[src/rtl/uart_tx_rv32_if.sv]
// uart_tx_rv32_if
//   Bundles the core-side write strobe/data and the transmitter status and
//   serial line of uart_tx_rv32.
//   master : driven by the core/bench (iWR, iWDATA), observes status and line
//   slave  : the transmitter (samples iWR/iWDATA, drives oFULL, oBUSY,
//            oLEVEL, oUART_TX)
interface uart_tx_rv32_if;
    logic       iWR;
    logic [7:0] iWDATA;
    logic       oFULL;
    logic       oBUSY;
    logic [4:0] oLEVEL;
    logic       oUART_TX;

    modport master (
        output iWR,
        output iWDATA,
        input  oFULL,
        input  oBUSY,
        input  oLEVEL,
        input  oUART_TX
    );

    modport slave (
        input  iWR,
        input  iWDATA,
        output oFULL,
        output oBUSY,
        output oLEVEL,
        output oUART_TX
    );
endinterface

[src/rtl/uart_tx_rv32.sv]
// uart_tx_rv32
//   8N1 UART transmitter with a small write FIFO, fed by core stores.
//   Parameters:
//     CLKDIV : clock cycles per UART bit (2..65535)
//     DEPTH  : FIFO entries (power of two, 2..16)
//   Ports:
//     iCLK  : clock, all state updates on the rising edge
//     iRST  : asynchronous active-high reset
//     bus   : slave side of uart_tx_rv32_if
//             iWR/iWDATA  byte push strobe and data
//             oFULL       FIFO holds DEPTH entries
//             oBUSY       FIFO non-empty or frame in progress
//             oLEVEL      FIFO occupancy 0..DEPTH
//             oUART_TX    registered serial line, idle high
//
//   state | meaning
//   IDLE  | line high; pops the FIFO head when one is available
//   START | start bit (line low) for CLKDIV cycles
//   DATA  | 8 data bits, LSB first, CLKDIV cycles each
//   STOP  | stop bit (line high) for CLKDIV cycles
module uart_tx_rv32 #(
    parameter int CLKDIV = 434,
    parameter int DEPTH  = 4
) (
    input  logic           iCLK,
    input  logic           iRST,
    uart_tx_rv32_if.slave  bus
);

    localparam int          PW          = (DEPTH > 1) ? $clog2(DEPTH) : 1;
    localparam logic [15:0] BAUD_RELOAD = 16'(CLKDIV - 1);
    localparam logic [4:0]  LEVEL_FULL  = 5'(DEPTH);

    typedef enum logic [1:0] {
        IDLE  = 2'd0,
        START = 2'd1,
        DATA  = 2'd2,
        STOP  = 2'd3
    } state_t;

    state_t        state, state_next;
    logic [7:0]    mem [DEPTH];
    logic [PW-1:0] wr_ptr, rd_ptr;
    logic [4:0]    level;
    logic [15:0]   baud_cnt, baud_next;
    logic [2:0]    bit_idx, bit_next;
    logic [7:0]    shift, shift_next;
    logic          tx, tx_next;
    logic          full, push, pop, bit_end;

    // Full comes from the registered level only, so a pop in the same cycle
    // never makes room for a write presented while full.
    assign full    = (level == LEVEL_FULL);
    assign push    = bus.iWR && !full;
    assign pop     = (state == IDLE) && (level != 5'd0);
    assign bit_end = (baud_cnt == 16'd0);

    // FIFO bookkeeping; pointers wrap naturally since DEPTH is a power of two
    always_ff @(posedge iCLK or posedge iRST) begin
        if (iRST) begin
            wr_ptr <= '0;
            rd_ptr <= '0;
            level  <= 5'd0;
        end else begin
            if (push)
                wr_ptr <= wr_ptr + 1'b1;
            if (pop)
                rd_ptr <= rd_ptr + 1'b1;
            case ({push, pop})
                2'b10:   level <= level + 5'd1;
                2'b01:   level <= level - 5'd1;
                default: level <= level;
            endcase
        end
    end

    // Storage needs no reset: entries are only read behind valid pointers.
    always_ff @(posedge iCLK) begin
        if (push && !iRST)
            mem[wr_ptr] <= bus.iWDATA;
    end

    always_ff @(posedge iCLK or posedge iRST) begin
        if (iRST) begin
            state    <= IDLE;
            baud_cnt <= 16'd0;
            bit_idx  <= 3'd0;
            shift    <= 8'd0;
            tx       <= 1'b1;
        end else begin
            state    <= state_next;
            baud_cnt <= baud_next;
            bit_idx  <= bit_next;
            shift    <= shift_next;
            tx       <= tx_next;
        end
    end

    always_comb begin
        state_next = state;
        baud_next  = baud_cnt;
        bit_next   = bit_idx;
        shift_next = shift;
        tx_next    = 1'b1;

        case (state)
            IDLE: begin
                if (pop) begin
                    shift_next = mem[rd_ptr];
                    bit_next   = 3'd0;
                    baud_next  = BAUD_RELOAD;
                    state_next = START;
                end
            end
            START: begin
                if (bit_end) begin
                    baud_next  = BAUD_RELOAD;
                    state_next = DATA;
                end else begin
                    baud_next = baud_cnt - 16'd1;
                end
            end
            DATA: begin
                if (bit_end) begin
                    baud_next = BAUD_RELOAD;
                    if (bit_idx == 3'd7) begin
                        state_next = STOP;
                    end else begin
                        shift_next = {1'b0, shift[7:1]};
                        bit_next   = bit_idx + 3'd1;
                    end
                end else begin
                    baud_next = baud_cnt - 16'd1;
                end
            end
            STOP: begin
                if (bit_end)
                    state_next = IDLE;
                else
                    baud_next = baud_cnt - 16'd1;
            end
            default: state_next = IDLE;
        endcase

        // Line value is derived from the next state so the register holds
        // the bit for exactly the cycles spent in that state.
        case (state_next)
            START:   tx_next = 1'b0;
            DATA:    tx_next = shift_next[0];
            default: tx_next = 1'b1;
        endcase
    end

    assign bus.oUART_TX = tx;
    assign bus.oFULL    = full;
    assign bus.oLEVEL   = level;
    assign bus.oBUSY    = (state != IDLE) || (level != 5'd0);

endmodule
[src/flat_wrapper.sv]
// flat-port wrapper written by rule: the top's interface ports become plain ports
module uart_tx_rv32_flat 
#(
    parameter int CLKDIV = 434,
    parameter int DEPTH  = 4
)
  (iCLK, iRST, bus_iWR, bus_iWDATA, bus_oFULL, bus_oBUSY, bus_oLEVEL, bus_oUART_TX);
  uart_tx_rv32_if bus_i ();
  input  logic iCLK;
  input  logic iRST;
  input wire logic [$bits(bus_i.iWR)-1:0] bus_iWR;
  input wire logic [$bits(bus_i.iWDATA)-1:0] bus_iWDATA;
  output wire logic [$bits(bus_i.oFULL)-1:0] bus_oFULL;
  output wire logic [$bits(bus_i.oBUSY)-1:0] bus_oBUSY;
  output wire logic [$bits(bus_i.oLEVEL)-1:0] bus_oLEVEL;
  output wire logic [$bits(bus_i.oUART_TX)-1:0] bus_oUART_TX;
  assign bus_i.iWR = bus_iWR;
  assign bus_i.iWDATA = bus_iWDATA;
  assign bus_oFULL = bus_i.oFULL;
  assign bus_oBUSY = bus_i.oBUSY;
  assign bus_oLEVEL = bus_i.oLEVEL;
  assign bus_oUART_TX = bus_i.oUART_TX;
  uart_tx_rv32 #(.CLKDIV(CLKDIV), .DEPTH(DEPTH)) u_core (.iCLK(iCLK), .iRST(iRST), .bus(bus_i));
endmodule
[config.mk]
export PLATFORM = sky130hd
export DESIGN_NAME = uart_tx_rv32_flat
export DESIGN_NICKNAME = d
export VERILOG_FILES = /design/src/rtl/uart_tx_rv32_if.sv /design/src/rtl/uart_tx_rv32.sv /design/src/flat_wrapper.sv
export SDC_FILE = /design/constraint.sdc
export NUM_CORES = 1
export LEC_CHECK = 0
export ABC_AREA = 1
export BUFFER_PORTS_ARGS = -buffer_cell sky130_fd_sc_hd__buf_2
export CAP_MARGIN = 25
export CORE_MARGIN = 2
export CORE_UTILIZATION = 55
export CTS_BUF_LIST = sky130_fd_sc_hd__clkbuf_4 sky130_fd_sc_hd__clkbuf_8
export DETAILED_ROUTE_END_ITERATION = 10
export PLACE_DENSITY_LB_ADDON = 0.15
export SETUP_SLACK_MARGIN = 0.15
export SYNTH_ARGS = -nofsm -noshare
export SYNTH_HDL_FRONTEND = slang
export SYNTH_SLANG_ARGS = --single-unit
[constraint.sdc]
create_clock -name iCLK -period 5.7 [get_ports iCLK]
set_input_delay 1.14 -clock iCLK [delete_from_list [all_inputs] [get_ports iCLK]]
set_output_delay 1.14 -clock iCLK [all_outputs]
set_load 0.005 [all_outputs]
Word-level counts from Yosys, hierarchy flattened
Memory sizes are Yosys's and may differ from the RTL's. Index checks and enable logic that the tools add are counted.

Flip-flop bits (word level): 39. Memories: 1. Input bits: 11. RAM bits: 32.

Add/sub/neg operators: 6. Eq/ne operators: 13. Mux-type cells: 22. Reduce and logical (&&, ||, !) cells: 15.

Memories: u_core.mem (depth 4, width 8, rd ports 1, clocked after memory_dff 0, write ports 1, line uart_tx_rv32.sv:42) `logic [7:0] mem [DEPTH];`.

Operator list (number): $mux 16 (3); $pmux 16 s3 (1); $mux 8 (3); $logic_not 16->1 (1); $pmux 8 s2 (1); $sub 16x1->16 const B (1); $mux 2 (5); $pmux 5 s2 (1); $mux 3 (3); $eq 2x2->1 const B (4); $pmux 2 s4 (1); $eq 2x1->1 const B (3); $pmux 3 s2 (1); $reduce_bool 2->1 (3); $add 5x1->5 const B (1); $eq 5x3->1 const B (1); $reduce_bool 5->1 (1); $sub 5x1->5 const B (1); $add 2x1->2 const B (2); $ne 2x1->1 const B (2); $ne 2x2->1 const B (2); $reduce_and 4->1 (1); $add 3x1->3 const B (1); $eq 3x3->1 const B (1); other kinds (8) (12).

Depth between registers and ports, before layout
Gate-level depths: netlist (run 1).

Word-level depth: 6. Depth in mapped cells: 14.

Worst setup path after synthesis (run 1)
Ideal clock, no wire load.

Path kind: input-to-reg. Start point: in iRST. End point: mem u_core.mem[0][0] (enable). Setup time: 0.371 ns. Arrival: 2.635 ns. Path slack: 2.695 ns. Path buffers: 0. Cell stages on the path: 3. Data required time: 5.329 ns. Path through: inv_1 nand2_1 nor2_1.

Longest elaborated chain between the ends: 4.

RTL lines: from (decl) (line flat_wrapper.sv:10) `input logic iRST;`; $logic_not 1->1 (no source line); $logic_and 1x1->1 (line uart_tx_rv32.sv:79) `if (push && !iRST)`; $mux 1 (line uart_tx_rv32.sv:79); $mux 1 (implied by the code) (line uart_tx_rv32.sv:80) `mem[wr_ptr] <= bus.iWDATA;`; to (decl) (line uart_tx_rv32.sv:42).

Every way passes these cells.

Worst setup path in the final report (run 1)
Start point: reg u_core.state[1]. End point: out bus_oBUSY.

Longest elaborated chain between the ends: 2.

RTL lines: from (decl) (line uart_tx_rv32.sv:41) `state_t state, state_next;`; from (signal assigned) (line uart_tx_rv32.sv:91) `state <= state_next;`; $reduce_bool 2->1 (line uart_tx_rv32.sv:157) `assign bus.oBUSY = (state != IDLE) || (level != 5'd0);`; $logic_or 1x1->1 (line uart_tx_rv32.sv:157); to (decl) (line flat_wrapper.sv:14) `output wire logic [$bits(bus_i.oBUSY)-1:0] bus_oBUSY;`.

Every way passes these cells.

==> impl_metrics.csv, run 1 <==
group,metric,value,unit
synthesis,avgSynthCellArea,8.911,µm²
sta,worst_slew_pin_slew,0.6740,ns
clock_tree,cts_made_buffers,9,
synthesis,ys_ff_latch,71,
detailed_routing,routed_wl,7319,µm
detailed_routing,vias,2772,
sta,slew_violations,0,
floorplanning,fp.dieH,86.39,µm
power_and_ir_drop,power.leakage,1.923,nW
place,dp_hpwl,5379,µm
power_and_ir_drop,intPower,0.8062,mW
sta,whs,0.4872,ns
clock_tree,clk_pin_slew,0.08,ns
cells_and_area,nFillCells,596,
global_route,grt_pass1_vias,2608,
sta,setup_violations,0,
setup_path,critPathCaptureType,"output pin",
clock_tree,cts_setup_buffers,0,
floorplanning,die_area,0.007463,mm²
global_route,busiest_layer,"met2",
outcome,status,"finished clean",
clock_tree,cts_resized,0,
sta,fin_crit,2.817,ns
power_and_ir_drop,power_switching_share,29.08,%
flow_run,drv_cap,0,
clock_tree,hold_buffers,0,
global_route,gr-usage-all-layers,21.61,%
cells_and_area,area_growth,8.579,%
floorplanning,rows,30,
synthesis,synth_top_area_share,25.74,%
floorplanning,core,0.006681,mm²
floorplanning,floorplan.initialDensity,55.88,%
sta,slew_headroom,54.90,%
synthesis,synth-async-reset-ratio,54.93,%
setup_path,r2r-start,"u_core.state[1]",
min_path,holdPathEnd,"u_core.bit_idx[1]",
setup_path,regToRegEndpoint,"u_core.bus.oLEVEL[4]",
setup_path,critical_path_peak_fanout,8,
place,gp_congestion,0.8344,
synthesis,yosysWarnings,0,
global_route,use_met1,31.58,%
power_and_ir_drop,p_switching,0.3306,mW
power_and_ir_drop,p_clk_share,32.0,%
synthesis,syn_nets,447,
detailed_routing,drt_iter0_drc,172,
cells_and_area,drive_gt1_share,13.00,%
clock_tree,cts_sinks,71,
global_route,grt_antenna_before_repair,0,
sta,skew,0.007322,ns
synthesis,synth_largest_area_cell,"edfxtp_1",
detailed_routing,drtPass1Iterations,5,
clock_tree,clock_path_buffers,2,
clock_tree,cts_tree,"yes",
global_route,grt_max_degree,41,
cells_and_area,nets,469,
min_path,holdPathStages,2,
synthesis,ys.flop_type,"dfrtp_1",
cells_and_area,final_util,60.67,%
detailed_routing,drt_drc_violations_left,0,
clock_tree,clk_latency,0.35,ns
sta,setup_tns,0,ns
global_route,use_met3,5.333,%
global_route,use_met2,31.82,%
detailed_routing,drt-vias-per-instance,5.270,
synthesis,synth.yosys.seq_area_share,51.91,%
power_and_ir_drop,power_frac_seq,54.3,%
min_path,min_from,"u_core.bit_idx[1]",
cells_and_area,n_antenna_cell,0,
setup_path,worstPathArrival,1.68,ns
sta,hold_viol,0,
synthesis,syn_inst,419,
global_route,grt_overflow,0,
sta,max_freq,355.0,MHz
global_route,grt_pass1_wl,12330,µm
power_and_ir_drop,p_per_area,280.4,mW/mm²
setup_path,cp-start-kind,"register",
synthesis,synth_edf_count,32,
setup_path,worst_r2r_path_depth,13,
setup_path,worstPathRequired,4.56,ns
power_and_ir_drop,comb_power_share,13.7,%
sta,fin_ws,2.883,ns
cells_and_area,final_common_cell,"nand2_1",
setup_path,r2r_slack,2.91,ns
detailed_routing,ant_nets,0,
synthesis,ys_types,37,
synthesis,synth_area,0.003734,mm²
synthesis,ys_top_cells_by_area,"edfxtp_1, dfrtp_1, nand2_1",
detailed_routing,avgRoutedWirePerCell,13.91,µm
power_and_ir_drop,totalPowerFinal,1.137,mW
power_and_ir_drop,peakVddDrop,254.6,µV
setup_path,worstSetupPathType,"reg2out",
sta,period_share,49.42,%
cells_and_area,layout_common_cells,"nand2_1, inv_1, nor2_1, dfrtp_1, o21ai_0",
place,dpl_worst_slack,2.784,ns
sta,rsz0062_at_grt,"false",
min_path,hold_class,"reg2reg",
floorplanning,floorplan.io_pins,19,
clock_tree,root_buffer,"clkbuf_8",
floorplanning,die_x,86.39,µm
clock_tree,cts.htree.levels,3,
place,port_buffers,18,
layer usage:
| metal | part of all wire [%] | vias up | routed length [µm] |
|---|---|---|---|
| met2 | 44 | 64 | 3247 |
| met1 | 48 | 1295 | 3540 |
| met3 | 6.1 | 7 | 449 |
| met5 | 0 | - | 0 |
| met4 | 1.1 | 0 | 81 |
| li1 | - | 1406 | - |
cells in the mapped netlist, types with 2 or more instances:
| master | n |
|---|---|
| a21oi_1 | 8 |
| a22oi_1 | 2 |
| buf_2 | 2 |
| buf_6 | 3 |
| clkbuf_1 | 2 |
| dfrtp_1 | 38 |
| edfxtp_1 | 32 |
| ha_1 | 16 |
| inv_1 | 58 |
| nand2_1 | 93 |
| nand2_2 | 2 |
| nand2_4 | 2 |
| nand3_1 | 24 |
| nand3_2 | 3 |
| nand4_1 | 3 |
| nor2_1 | 46 |
| nor2_2 | 6 |
| nor2_4 | 3 |
| nor3_1 | 7 |
| o21ai_0 | 35 |
| o21ai_1 | 7 |
| o21bai_1 | 2 |
| o22ai_1 | 7 |
| xnor2_1 | 2 |
| xor2_1 | 4 |
area by class of cell:
cell class / instances / area (µm²) / area share (%)
timing repair buffer: 19 / 97.59 / 2.407
clock inverter: 7 / 55.05 / 1.358
inverter: 60 / 225.2 / 5.556
multi-input combinational: 280 / 1514 / 37.35
clock buffer: 9 / 123.9 / 3.056
sequential: 71 / 1938 / 47.81
tap: 80 / 100.1 / 2.469
cell families (layout without fill, tap and decap cells):
logic type               count (synthesis)  after routing  share of synthesized area (%)
AO/OA/AOI/OAI                           65             65                          9.953
XOR/XNOR                                 6              6                          1.407
adder cells (fa/ha/maj)                 17             17                          5.898
buffers and inverters                   68             95                          7.540
flip-flops                              71             71                          51.91
AND/OR/NAND/NOR                        192            192                          23.29
power by group through the flow:
stage          registers (mW)  logic, mW  clock network [mW]
2_1_floorplan           0.623      0.105                   0
3_3_place_gp            0.626      0.155                   0
3_5_place_dp            0.629      0.158                   0
4_1_cts                 0.618      0.158               0.373
5_1_grt                 0.623      0.185               0.388
6_report                0.618      0.155               0.364
worst max-delay path: stages, from the launching register on:
cell,delay (ns)
dfrtp_1,0.42
inv_1,0.11
ha_1,0.38
nand4_4,0.22
buf_2,0.19
how the worst max path moves through the flow:
stage	from	end	cells past startpoint
after floorplan	iRST	u_core.mem[0][0]	3
after global placement	iRST	u_core.mem[2][7]	5
after detailed placement	iRST	u_core.mem[2][4]	5
after CTS	u_core.state[1]	bus_oBUSY	4
after global routing	u_core.state[1]	u_core.bus.oLEVEL[4]	13
final	u_core.state[1]	bus_oBUSY	4
sequential cells by signal (all words and copies together) (netlist names), 2 cells and up:
name / flops
u_core.bit_idx: 3
u_core.baud_cnt: 16
u_core.wr_ptr: 2
u_core.state: 2
u_core.shift: 8
u_core.mem: 32
u_core.rd_ptr: 2
u_core.bus.oLEVEL: 5
metrics by stage:
step,instances,cell area [µm²]
2_1_floorplan,419,3734
3_3_place_gp,510,3875
3_5_place_dp,510,3875
4_1_cts,526,4054
5_1_grt,526,4054
6_report,526,4054
No activity file was read; power rests on OpenSTA's default activity.
==> inputs of run 2 (changes only) <==
==> constraint.sdc (replaced) <==
create_clock -name iCLK -period 2.6 [get_ports iCLK]
set_input_delay 0.52 -clock iCLK [delete_from_list [all_inputs] [get_ports iCLK]]
set_output_delay 0.52 -clock iCLK [all_outputs]
set_load 0.005 [all_outputs]
==> impl_metrics.csv, run 2 (synthesis results as in run 1) <==
group,metric,value,unit
sta,slew_headroom,43.37,%
outcome,status,"finished clean",
detailed_routing,drt_drc_violations_left,0,
global_route,grt_antenna_before_repair,0,
cells_and_area,drive_gt1_share,15.11,%
floorplanning,floorplan.initialDensity,55.88,%
clock_tree,root_buffer,"clkbuf_8",
detailed_routing,ant_nets,0,
detailed_routing,drtPass1Iterations,4,
cells_and_area,largest_reg_flops,32,
clock_tree,cts.htree.levels,3,
global_route,grt_pass1_vias,2726,
global_route,grt_pass1_wl,12880,µm
sta,worst_slew_pin_slew,0.8464,ns
clock_tree,clk_pin_slew,0.08,ns
setup_path,worstPathArrival,2.52,ns
power_and_ir_drop,totalPowerFinal,2.660,mW
setup_path,cp-start-kind,"register",
sta,fin_crit,2.242,ns
setup_path,worst_r2r_path_depth,12,
place,port_buffers,18,
floorplanning,die_x,86.39,µm
clock_tree,clk_latency,0.35,ns
sta,setup_tns,0,ns
setup_path,worstPathRequired,2.88,ns
place,gp_congestion,0.7996,
setup_path,worstSetupPathType,"reg2reg",
detailed_routing,routed_wl,7506,µm
cells_and_area,area_growth,11.06,%
cells_and_area,final_common_cell,"nand2_1",
global_route,gr-usage-all-layers,22.25,%
sta,period_share,86.24,%
place,dp_hpwl,5228,µm
cells_and_area,regMostFlops,"u_core.mem",
cells_and_area,layout_common_cells,"nand2_1, inv_1, nor2_1, dfrtp_1, o21ai_0",
clock_tree,cts_setup_buffers,0,
setup_path,regToRegEndpoint,"u_core.bus.oLEVEL[4]",
cells_and_area,n_antenna_cell,0,
power_and_ir_drop,power.leakage,1.958,nW
power_and_ir_drop,p_per_area,641.5,mW/mm²
cells_and_area,nFillCells,575,
cells_and_area,nets,473,
cells_and_area,final_util,62.06,%
floorplanning,rows,30,
flow_run,drv_cap,0,
setup_path,r2r-start,"u_core.bus.oLEVEL[1]",
floorplanning,die_area,0.007463,mm²
sta,hold_viol,0,
detailed_routing,vias,2778,
floorplanning,core,0.006681,mm²
global_route,grt_max_degree,40,
cells_and_area,reg_top3,"u_core.mem x32, u_core.baud_cnt x16, u_core.shift x8",
global_route,grt_overflow,0,
detailed_routing,drt-vias-per-instance,5.242,
clock_tree,cts_sinks,71,
sta,max_freq,446.0,MHz
sta,slew_violations,0,
sta,rsz0062_at_grt,"false",
clock_tree,clock_path_buffers,2,
setup_path,critical_path_peak_fanout,6,
setup_path,r2r_slack,0.36,ns
floorplanning,fp.dieH,86.39,µm
detailed_routing,avgRoutedWirePerCell,14.16,µm
sta,skew,0.01150,ns
sta,setup_violations,0,
power_and_ir_drop,peakVddDrop,496.9,µV
clock_tree,cts_made_buffers,9,
floorplanning,floorplan.io_pins,19,
setup_path,critPathCaptureType,"register",
detailed_routing,drt_iter0_drc,221,
min_path,hold_class,"in2async",
clock_tree,cts_tree,"yes",
## run 2: cell types whose count changed in the layout (fill, tap and decap cells not counted), sizes merged
cell	previous run	this run
clkinv	4	2
buf	19	23
inv	62	63
bufinv	0	1
## run 2: through the flow
stage | std cells | worst slack [ns] | hold slack (ns) | cell area [µm²]
3_3_place_gp | 514 | 0.2261 | 0.4687 | 3905
2_1_floorplan | 419 | 0.1915 | 0.4483 | 3734
3_5_place_dp | 514 | 0.1401 | 0.4769 | 3905
5_1_grt | 530 | 0.1561 | 0.3824 | 4146
6_report | 530 | 0.3579 | 0.3344 | 4146
4_1_cts | 530 | 0.2179 | 0.3629 | 4120
## run 2: worst max-delay path, cell delays in order (launching register included)
cell	delay, ns
dfrtp_1	0.45
nor2_4	0.17
nand3_1	0.12
nand2_1	0.18
ha_4	0.19
inv_1	0.06
fa_1	0.36
inv_1	0.10
a21oi_1	0.08
o21bai_1	0.15
a21oi_1	0.08
o21ai_0	0.10
xnor2_1	0.14
## run 2: timing repair
item	in CTS	in global routing
hold buffers	0	0
resized for setup	2	6
setup endpoints to repair	1	1
pin swaps	0	0
## run 2: cell type report
type	count	area [µm²]	area share (%)
Timing Repair Buffer	23	127.6	3.078
Clock inverter	7	86.33	2.082
Tap cell	80	100.1	2.414
Multi-Input combinational cell	280	1544	37.24
Sequential cell	71	1939	46.77
Inverter	60	225.2	5.431
Clock buffer	9	123.9	2.987
## run 2: how the worst max path moves through the flow
stage                         start                   end  slack [ns]  cells after the start
2_1_floorplan       u_core.state[1]  u_core.bus.oLEVEL[4]        0.19                     12
3_3_place_gp   u_core.bus.oLEVEL[4]  u_core.bus.oLEVEL[4]        0.23                     11
3_5_place_dp   u_core.bus.oLEVEL[1]  u_core.bus.oLEVEL[4]        0.14                     11
4_1_cts        u_core.bus.oLEVEL[1]  u_core.bus.oLEVEL[4]        0.22                     11
5_1_grt             u_core.state[1]  u_core.bus.oLEVEL[4]        0.16                     13
6_report       u_core.bus.oLEVEL[1]  u_core.bus.oLEVEL[4]        0.36                     12
## run 2: where the power goes
group | internal, mW | total [mW] | switching (mW)
logic | 0.139 | 0.356 | 0.216
clock network | 0.465 | 0.939 | 0.474
registers | 1.28 | 1.37 | 0.0817
## run 2: routing by layer
layer | GRT usage [%] | vias up | share of wire [%]
met1 | 31.82 | 1307 | 50
li1 | - | 1420 | -
met2 | 34.13 | 38 | 46
met3 | 3.714 | 13 | 2.4
met4 | 8.665 | 0 | 1.8
met5 | 0 | - | 0
==> inputs of run 3 (changes only) <==
--- a/config.mk
+++ b/config.mk
@@ -12,7 +12,7 @@
 export CORE_UTILIZATION = 55
 export CTS_BUF_LIST = sky130_fd_sc_hd__clkbuf_4 sky130_fd_sc_hd__clkbuf_8
 export DETAILED_ROUTE_END_ITERATION = 10
-export PLACE_DENSITY_LB_ADDON = 0.15
+export PLACE_DENSITY = 0.76
 export SETUP_SLACK_MARGIN = 0.15
 export SYNTH_ARGS = -nofsm -noshare
 export SYNTH_HDL_FRONTEND = slang
==> constraint.sdc (replaced) <==
create_clock -name iCLK -period 2.4 [get_ports iCLK]
set_input_delay 0.48 -clock iCLK [delete_from_list [all_inputs] [get_ports iCLK]]
set_output_delay 0.48 -clock iCLK [all_outputs]
set_load 0.005 [all_outputs]
==> impl_metrics.csv, run 3 (synthesis results as in run 1) <==
group,metric,value,unit
place,port_buffers,18,
sta,period_share,87.15,%
global_route,grt_pass1_wl,12010,µm
global_route,grt_antenna_before_repair,0,
setup_path,cp-start-kind,"register",
cells_and_area,nets,488,
global_route,grt_max_degree,40,
place,gp_congestion,0.8414,
clock_tree,cts.htree.levels,3,
floorplanning,core,0.006681,mm²
floorplanning,rows,30,
detailed_routing,vias,2859,
place,dp_hpwl,5039,µm
global_route,grt_overflow,0,
detailed_routing,avgRoutedWirePerCell,13.29,µm
clock_tree,hold_buffers,0,
setup_path,critPathCaptureType,"register",
flow_run,drv_cap,0,
setup_path,path_delay_family,"compound AO/OA/AOI/OAI gates",
sta,max_freq,478.1,MHz
setup_path,critPathSlowestCell,"dfrtp_1",
cells_and_area,final_common_cell,"nand2_1",
cells_and_area,largest_reg_flops,32,
clock_tree,clk_pin_slew,0.08,ns
setup_path,worstPathArrival,2.33,ns
clock_tree,cts_made_buffers,9,
clock_tree,clock_path_buffers,2,
setup_path,path_buf_inv,2,
sta,worst_slew_pin_slew,0.7508,ns
sta,setup_tns,0,ns
clock_tree,cts_tree,"yes",
setup_path,crit_chain,"inv_1 > nand3_1 > nand2_1 > clkinv_2 > ha_4 > ha_1 > a21oi_1 > o21bai_1 > a21oi_1 > o21ai_1 > xnor2_1",
floorplanning,die_x,86.39,µm
power_and_ir_drop,power.leakage,2.028,nW
setup_path,critical_path_peak_fanout,4,
detailed_routing,drtPass1Iterations,5,
power_and_ir_drop,p_per_area,691.4,mW/mm²
global_route,grt_pass1_vias,2664,
cells_and_area,layout_common_cells,"nand2_1, inv_1, nor2_1, dfrtp_1, o21ai_0",
detailed_routing,drt-vias-per-instance,5.246,
sta,fin_ws,0.3083,ns
setup_path,crit_top_cell,"a21oi_1",
floorplanning,die_area,0.007463,mm²
clock_tree,cts_sinks,71,
power_and_ir_drop,peakVddDrop,580.2,µV
sta,rsz0062_at_grt,"false",
setup_path,max_stage_delay,0.43,ns
detailed_routing,drt_drc_violations_left,0,
clock_tree,root_buffer,"clkbuf_8",
cells_and_area,regMostFlops,"u_core.mem",
cells_and_area,n_antenna_cell,0,
min_path,hold_class,"in2async",
setup_path,worstSetupPathType,"reg2reg",
place,dpl_worst_slack,0.1349,ns
sta,skew,0.009946,ns
floorplanning,fp.dieH,86.39,µm
cells_and_area,drive_gt1_share,19.35,%
floorplanning,floorplan.initialDensity,55.88,%
setup_path,worstPathRequired,2.64,ns
cells_and_area,final_util,63.84,%
outcome,status,"finished clean",
cells_and_area,area_growth,14.24,%
sta,fin_crit,2.092,ns
sta,slew_violations,0,
clock_tree,clk_latency,0.35,ns
detailed_routing,routed_wl,7245,µm
cells_and_area,reg_top3,"u_core.mem x32, u_core.baud_cnt x16, u_core.shift x8",
sta,hold_viol,0,
sta,setup_violations,0,
power_and_ir_drop,totalPowerFinal,2.949,mW
sta,slew_headroom,49.76,%
floorplanning,floorplan.io_pins,19,
global_route,gr-usage-all-layers,20.63,%
detailed_routing,ant_nets,0,
detailed_routing,drt_iter0_drc,156,
-- run 3: changes by cell type in the layout (fill, tap and decap cells not counted), sizes merged --
| cell | delta |
|---|---|
| buf | +15 |
| clkinvlp | +1 |
| inv | -1 |
-- run 3: final cells by class --
type                            count  area (µm²)
Sequential cell                    71        1938
Clock inverter                      7       83.83
Multi-Input combinational cell    280        1549
Timing Repair Buffer               38       240.2
Clock buffer                        9       123.9
Tap cell                           80       100.1
Inverter                           60       230.2
Fill cell                         544        2416
-- run 3: repair_timing --
action,in CTS,in global routing
setup endpoints to repair,1,1
buffers inserted,0,8
resized for setup,1,12
pin swaps,0,5
-- run 3: report_power, final --
| group | total, mW | internal (mW) | leakage, nW | switching (mW) |
|---|---|---|---|---|
| logic | 0.492 | 0.217 | 1.15 | 0.275 |
| registers | 1.46 | 1.39 | 0.772 | 0.0663 |
| clock network | 1.00 | 0.500 | 0.103 | 0.500 |
| total | 2.95 | 2.11 | 2.03 | 0.841 |
-- run 3: worst paths after layout --
| kind | depth (start not counted) | end | from | slack [ns] |
|---|---|---|---|---|
| max in group asynchronous | 3 | u_core.bus.oUART_TX | iRST | 1.70 |
| min | 3 | u_core.bit_idx[0] | iRST | 0.34 |
| max reg2reg | 11 | u_core.bus.oLEVEL[4] | u_core.bus.oLEVEL[2] | 0.31 |
| max | 11 | u_core.bus.oLEVEL[4] | u_core.bus.oLEVEL[2] | 0.31 |
| min in group iCLK | 1 | u_core.mem[1][4] | bus_iWDATA[4] | 0.34 |
| min reg2reg | 2 | u_core.shift[3] | u_core.shift[3] | 0.49 |
-- run 3: worst reg2reg max path, stage by stage, from the launching register on --
cell and delay [ns]:
dfrtp_1 0.43, inv_1 0.15, nand3_1 0.09, nand2_1 0.11, clkinv_2 0.09, ha_4 0.18
ha_1 0.31, a21oi_1 0.17, o21bai_1 0.10, a21oi_1 0.14, o21ai_1 0.09, xnor2_1 0.12
-- run 3: per-layer routing --
metal / up-vias / wire length, µm / GRT usage, %
met5: - / 0 / 0
met4: 0 / 89 / 7.102
met3: 12 / 256 / 5.429
met2: 55 / 3547 / 32.73
met1: 1340 / 3351 / 27.68
li1: 1452 / - / -
-- run 3: per-stage QoR --
| stage | cells | instance area [µm²] | hold WS [ns] |
|---|---|---|---|
| floorplan | 419 | 3739 | 0.4483 |
| global placement | 521 | 3963 | 0.4676 |
| detailed placement | 521 | 3963 | 0.4678 |
| CTS | 537 | 4173 | 0.3238 |
| global route | 545 | 4265 | 0.3174 |
| finish | 545 | 4265 | 0.3351 |
